===== src/rtl/bcd_field_reducer.sv =====
// rtl/bcd_field_reducer.sv - serial ten's-complement BCD field reducer (N digits in, M digits out)
//
// Purpose: accepts an N-digit ten's-complement BCD number one digit per
// handshake, MSD first, and returns the low M digits in parallel together
// with a flag telling whether the dropped N-M digits were pure sign extension.
//
// Ports:
//   clock, reset            system clock, synchronous active-high reset
//   in_valid/in_ready       digit handshake, in_digit carries one BCD digit
//   out_valid/out_ready     result handshake
//   out_digits [4*M-1:0]    reduced number, digit 0 in bits [3:0]
//   out_fits                value is representable in M digits
//   out_invalid             a non-BCD code was received (only with BCD_REDUCER_CHECK_EN)
//
// Optional feature macro: BCD_REDUCER_CHECK_EN (non-BCD digit detection).

module bcd_field_reducer #(
  parameter int N = 4,
  parameter int M = 2
) (
  input  logic           clock,
  input  logic           reset,
  input  logic           in_valid,
  output logic           in_ready,
  input  logic [3:0]     in_digit,
  output logic           out_valid,
  input  logic           out_ready,
  output logic [4*M-1:0] out_digits,
  output logic           out_fits
`ifdef BCD_REDUCER_CHECK_EN
  ,
  output logic           out_invalid
`endif
);

  localparam int CW = $clog2(N);
  localparam logic [CW-1:0] LAST_CNT = CW'(N - 1);
  localparam logic [CW-1:0] HIGH_CNT = CW'(N - M);

  typedef enum logic {
    COLLECT = 1'b0,
    HOLD    = 1'b1
  } state_t;

  state_t         state_q, state_d;
  logic [CW-1:0]  cnt_q, cnt_d;
  logic           hi_zero_q, hi_zero_d;
  logic           hi_nine_q, hi_nine_d;
  // The low register doubles as the output register: it only shifts while
  // collecting, so it is stable for the whole of HOLD.
  logic [4*M-1:0] low_q, low_d;
  logic           fits_q, fits_d;
  logic [4*M-1:0] low_shift;
  logic [3:0]     s_digit;
`ifdef BCD_REDUCER_CHECK_EN
  logic           bad_q, bad_d;
  logic           invalid_q, invalid_d;
`endif

  // New digit enters at the LSD end; the previous digits move up one place.
  generate
    if (M == 1) begin : g_shift_one
      assign low_shift = in_digit;
    end else begin : g_shift_many
      assign low_shift = {low_q[4*M-5:0], in_digit};
    end
  endgenerate

  // MSD of the low field once the final digit has been shifted in.
  assign s_digit = low_shift[4*M-1 -: 4];

  // State register
  always_ff @(posedge clock) begin
    if (reset) begin
      state_q   <= COLLECT;
      cnt_q     <= '0;
      hi_zero_q <= 1'b1;
      hi_nine_q <= 1'b1;
      low_q     <= '0;
      fits_q    <= 1'b0;
`ifdef BCD_REDUCER_CHECK_EN
      bad_q     <= 1'b0;
      invalid_q <= 1'b0;
`endif
    end else begin
      state_q   <= state_d;
      cnt_q     <= cnt_d;
      hi_zero_q <= hi_zero_d;
      hi_nine_q <= hi_nine_d;
      low_q     <= low_d;
      fits_q    <= fits_d;
`ifdef BCD_REDUCER_CHECK_EN
      bad_q     <= bad_d;
      invalid_q <= invalid_d;
`endif
    end
  end

  // Next-state and datapath
  always_comb begin
    state_d   = state_q;
    cnt_d     = cnt_q;
    hi_zero_d = hi_zero_q;
    hi_nine_d = hi_nine_q;
    low_d     = low_q;
    fits_d    = fits_q;
`ifdef BCD_REDUCER_CHECK_EN
    bad_d     = bad_q;
    invalid_d = invalid_q;
`endif
    case (state_q)
      COLLECT: begin
        if (in_valid) begin
          if (cnt_q < HIGH_CNT) begin
            hi_zero_d = hi_zero_q & (in_digit == 4'd0);
            hi_nine_d = hi_nine_q & (in_digit == 4'd9);
          end else begin
            low_d = low_shift;
          end
`ifdef BCD_REDUCER_CHECK_EN
          bad_d = bad_q | (in_digit > 4'd9);
`endif
          if (cnt_q == LAST_CNT) begin
            cnt_d   = '0;
            state_d = HOLD;
            // The last digit is always a low digit, so the high flags are
            // already final here. Codes above 9 in s land on the negative side.
            fits_d  = (s_digit <= 4'd4) ? hi_zero_q : hi_nine_q;
`ifdef BCD_REDUCER_CHECK_EN
            if (bad_d) fits_d = 1'b0;
            invalid_d = bad_d;
`endif
          end else begin
            cnt_d = cnt_q + CW'(1);
          end
        end
      end
      HOLD: begin
        if (out_ready) begin
          state_d   = COLLECT;
          hi_zero_d = 1'b1;
          hi_nine_d = 1'b1;
`ifdef BCD_REDUCER_CHECK_EN
          bad_d     = 1'b0;
`endif
        end
      end
    endcase
  end

  // Outputs
  always_comb begin
    in_ready    = (state_q == COLLECT);
    out_valid   = (state_q == HOLD);
    out_digits  = low_q;
    out_fits    = fits_q;
`ifdef BCD_REDUCER_CHECK_EN
    out_invalid = invalid_q;
`endif
  end

endmodule

===== config.mk =====
export PLATFORM = sky130hd
export DESIGN_NAME = bcd_field_reducer
export DESIGN_NICKNAME = d
export VERILOG_FILES = /design/src/rtl/bcd_field_reducer.sv
export SDC_FILE = /design/constraint.sdc
export NUM_CORES = 1
export LEC_CHECK = 0
export ABC_AREA = 1
export CELL_PAD_IN_SITES_DETAIL_PLACEMENT = 0
export CELL_PAD_IN_SITES_GLOBAL_PLACEMENT = 1
export CORE_MARGIN = 2
export CORE_UTILIZATION = 33
export DETAILED_ROUTE_END_ITERATION = 8
export PLACE_DENSITY = 0.83
export SETUP_SLACK_MARGIN = 0.05
export SLEW_MARGIN = 5
export SYNTH_ARGS = -nofsm -noshare
export SYNTH_HDL_FRONTEND = slang
export SYNTH_SLANG_ARGS = --single-unit

===== constraint.sdc =====
create_clock -name clock -period 2.7 [get_ports clock]
set_input_delay 0.27 -clock clock [delete_from_list [all_inputs] [get_ports clock]]
set_output_delay 0.27 -clock clock [all_outputs]
set_load 0.02 [all_outputs]

==> impl_results.rst <==
.. list-table::
   :header-rows: 1

   * - Metric
     - Value
   * - Run status
     - complete, no violations
   * - Synthesized area per cell
     - 7.96 um2
   * - Synthesized area
     - 621 um2
   * - Kind of start point of the critical path
     - flop
   * - Data arrival at the endpoint of the critical path
     - 1.33 ns
   * - Cell types occupying the most area after synthesis
     - dfxtp_1 (45%), nand2_1 (13%), a21oi_2 (7.1%)
   * - Leakage power
     - 0.327 nW
   * - Row cnt
     - 15
   * - Type of destination of the critical path
     - output pin
   * - Overflow left after global routing
     - 0
   * - Final critical path time including I/O delays and setup
     - 1.60 ns
   * - Worst hold path endpoint
     - hi_zero_q$_SDFFE_PP1P_
   * - TritonCTS buffer count
     - 3
   * - Setup violators final
     - 0
   * - Post-CTS Setup Repair Bufs
     - 0
   * - Fraction of layout instances using a drive strength above 1
     - 0.196
   * - DRC viols
     - 0
   * - Yosys top cell by area
     - dfxtp_1
   * - Areal power density over the cells
     - 468 mW/mm2
   * - Global-route wire length before repair
     - 2150 um
   * - Filler cell count in the final layout
     - 167
   * - Hold-critical path depth
     - 2
   * - Syn Nets
     - 87
   * - Worst min-delay path category
     - flop to flop
   * - Per-cell routed wire length
     - 10.3 um
   * - Vias
     - 546
   * - Peak supply drop
     - 240 uV
   * - Summed negative setup slack over all endpoints
     - 0 ns
   * - Hold path startpoint
     - hi_zero_q$_SDFFE_PP1P_
   * - Core area
     - 0.00175 mm2
   * - Hpwl dp
     - 947 um
   * - Share of Yosys cell area claimed by the top area cell type
     - 0.452
   * - Post-Synthesis Cells
     - 78
   * - Total clock sinks
     - 14
   * - WL final
     - 1260 um
   * - Longest Clk Path Bufs
     - 2
   * - Minimum setup slack among reg-to-reg paths
     - 1.34 ns
   * - Final GP Congestion
     - 0.788
   * - Number of max-slew violations in the final report
     - 0
   * - Hold_buf cts
     - 0
   * - DIE AREA
     - 0.00224 mm2
   * - Setup repair after global routing missed its margin
     - false
   * - F_max
     - 624 MHz
   * - Reg2Reg Launch Point
     - cnt_q[1]$_SDFFE_PP0P_
   * - Clock power frac
     - 0.297
   * - Slowest stage cell, crit path
     - clkdlybuf4s50_1
   * - Largest delay share family, worst path
     - buffers and inverters
   * - Register-to-Register Path Depth
     - 5
   * - Detailed Route Iter0 Violations
     - 2
   * - Library cell used as clock root buffer
     - clkbuf_4
   * - CTS resizes
     - 0
   * - Clock transition at the registers of the reported paths
     - 0.08 ns
   * - Part of the total power dissipated in combinational logic
     - 0.140
   * - Initial antenna violation count
     - 0
   * - Synth unique cells
     - 18
   * - Overall Global Routing Usage
     - 0.139
   * - Layout Area Growth over Synthesis
     - 35.1%
   * - Slew of the pin with the lowest slew margin
     - 0.631 ns
   * - Horizontal die dimension
     - 47.4 um
   * - Category of the critical setup timing path
     - flop to output pin
   * - Number of detailed-route iterations in the first pass
     - 4
   * - Max-capacitance violation count
     - 0
   * - Antenna diodes
     - 0
   * - Switch Pwr
     - 101 uW
   * - Number of buffers and inverters on the critical path
     - 1
   * - H-Tree Level Count
     - 1
   * - Register bit total from synthesis
     - 14
   * - Total of buffers placed on input and output ports
     - 18
   * - Worst-skew pair later-pin latency
     - 0.28 ns
   * - TritonCTS clock tree
     - done
   * - Portion of the post-synthesis area used by sequential elements
     - 0.452
   * - Number of hold-slack violations in the final timing report
     - 0
   * - FF-to-FF End
     - out_digits[3]$_SDFFE_PP0P_
   * - Max FO, Critical Path
     - 5
   * - Longest individual stage delay on the worst path
     - 0.63 ns
   * - Cell Int Power
     - 292 uW
   * - Final setup skew
     - 0.00552 ns
   * - Number of nets still failing antenna checks after routing
     - 0
   * - Maximum number of pins on one net before global-route repair
     - 14
   * - Vias in the first global route
     - 483
   * - Post-layout nets
     - 108
   * - Required time of the critical path
     - 2.43 ns
   * - Yosys warnings
     - 0
   * - Share of the cycle needed by the critical path after routing
     - 0.593
   * - Cell-by-cell listing of the critical path
     - clkdlybuf4s50_1
   * - Final worst slack
     - 1.10 ns
   * - Via density
     - 4.48
   * - Sw Ratio
     - 0.256
   * - Die Y-Extent
     - 47.4 um
   * - Flop pwr share
     - 0.563
   * - Num ports
     - 19
   * - Worst max-slew margin expressed relative to the limit
     - 0.578
   * - Worst slack, placed
     - 0.915 ns
   * - Layout Utilization
     - 0.480
   * - Initial Utilization
     - 0.356
[registers in the layout, indices dropped and copies added, names as in the netlist]
signal	count
out_digits	8
out_fits	1
out_valid	1
hi_zero_q	1
hi_nine_q	1
cnt_q	2
[power groups by stage]
stage	logic (mW)	clock network (mW)	registers, mW
4_1_cts	0.0558	0.118	0.221
2_1_floorplan	0.0290	0	0.229
3_5_place_dp	0.0553	0	0.226
6_report	0.0551	0.116	0.221
5_1_grt	0.0620	0.130	0.222
3_3_place_gp	0.0550	0	0.226
[through the flow]
stage | total power [mW] | cell area [um2] | hold WS, ns | cells
floorplan | 0.258 | 621 | 0.343 | 78
global placement | 0.281 | 816 | 0.430 | 119
detailed placement | 0.281 | 816 | 0.434 | 119
CTS | 0.395 | 838 | 0.450 | 122
global route | 0.415 | 838 | 0.468 | 122
finish | 0.392 | 838 | 0.449 | 122
[worst max-delay path by stage]
stage	start	end	depth (start not counted)
after floorplan	out_valid$_SDFF_PP0_	out_fits$_SDFFE_PP0P_	7
after global placement	in_valid	out_digits[3]$_SDFFE_PP0P_	6
after detailed placement	in_valid	out_digits[3]$_SDFFE_PP0P_	6
after CTS	out_valid$_SDFF_PP0_	out_valid	1
after global routing	out_valid$_SDFF_PP0_	out_valid	1
final	out_valid$_SDFF_PP0_	out_valid	1
[final cells by class]
| type | instances | area (um2) | share of cell area |
|---|---|---|---|
| multi-input cells | 52 | 287 | 0.342 |
| flip-flops and latches | 14 | 280 | 0.334 |
| repair buffers | 18 | 180 | 0.215 |
| inverters | 10 | 37.5 | 0.0448 |
| well taps | 25 | 31.3 | 0.0373 |
| clock buffers | 3 | 22.5 | 0.0269 |
[synthesized netlist by cell type (all sizes together)]
library cell and count:
nand3 3, inv 10, a21oi 9, o21ai 1, buf 2, nand4 1, ha 1, nand2 25
dfxtp 14, o22ai 1, nor2 7, a211oi 4
[cell usage in the layout, fill, tap and decap left out, drive strengths merged]
cell	Yosys	layout
o22ai	1	1
ha	1	1
nand4	1	1
nor2	7	7
a211oi	4	4
clkdlybuf4s50	0	18
clkbuf	0	3
a21oi	9	9
dfxtp	14	14
o21ai	1	1
nand3	3	3
inv	10	10
nand2	25	25
[kinds of logic after synthesis]
| family | count (synthesis) | synth area share |
|---|---|---|
| compound gates | 15 | 0.194 |
| fa+ha+maj | 1 | 0.0202 |
| buf+inv | 12 | 0.0867 |
| flops | 14 | 0.452 |
| simple gates | 36 | 0.248 |
[tightest hold or removal path: stages, from the launching register on]
cell and delay [ns]:
dfxtp_1 0.32, nand2_1 0.06, nand2_1 0.04
[routing by layer]
metal	global-route usage	wire length, um	vias to the layer above
li1	-	-	288
met1	0.204	677	234
met2	0.181	483	21
met3	0.0423	79	3
met4	0.0667	21	0
met5	0	0	-
Power figures use the tool's default switching activity.
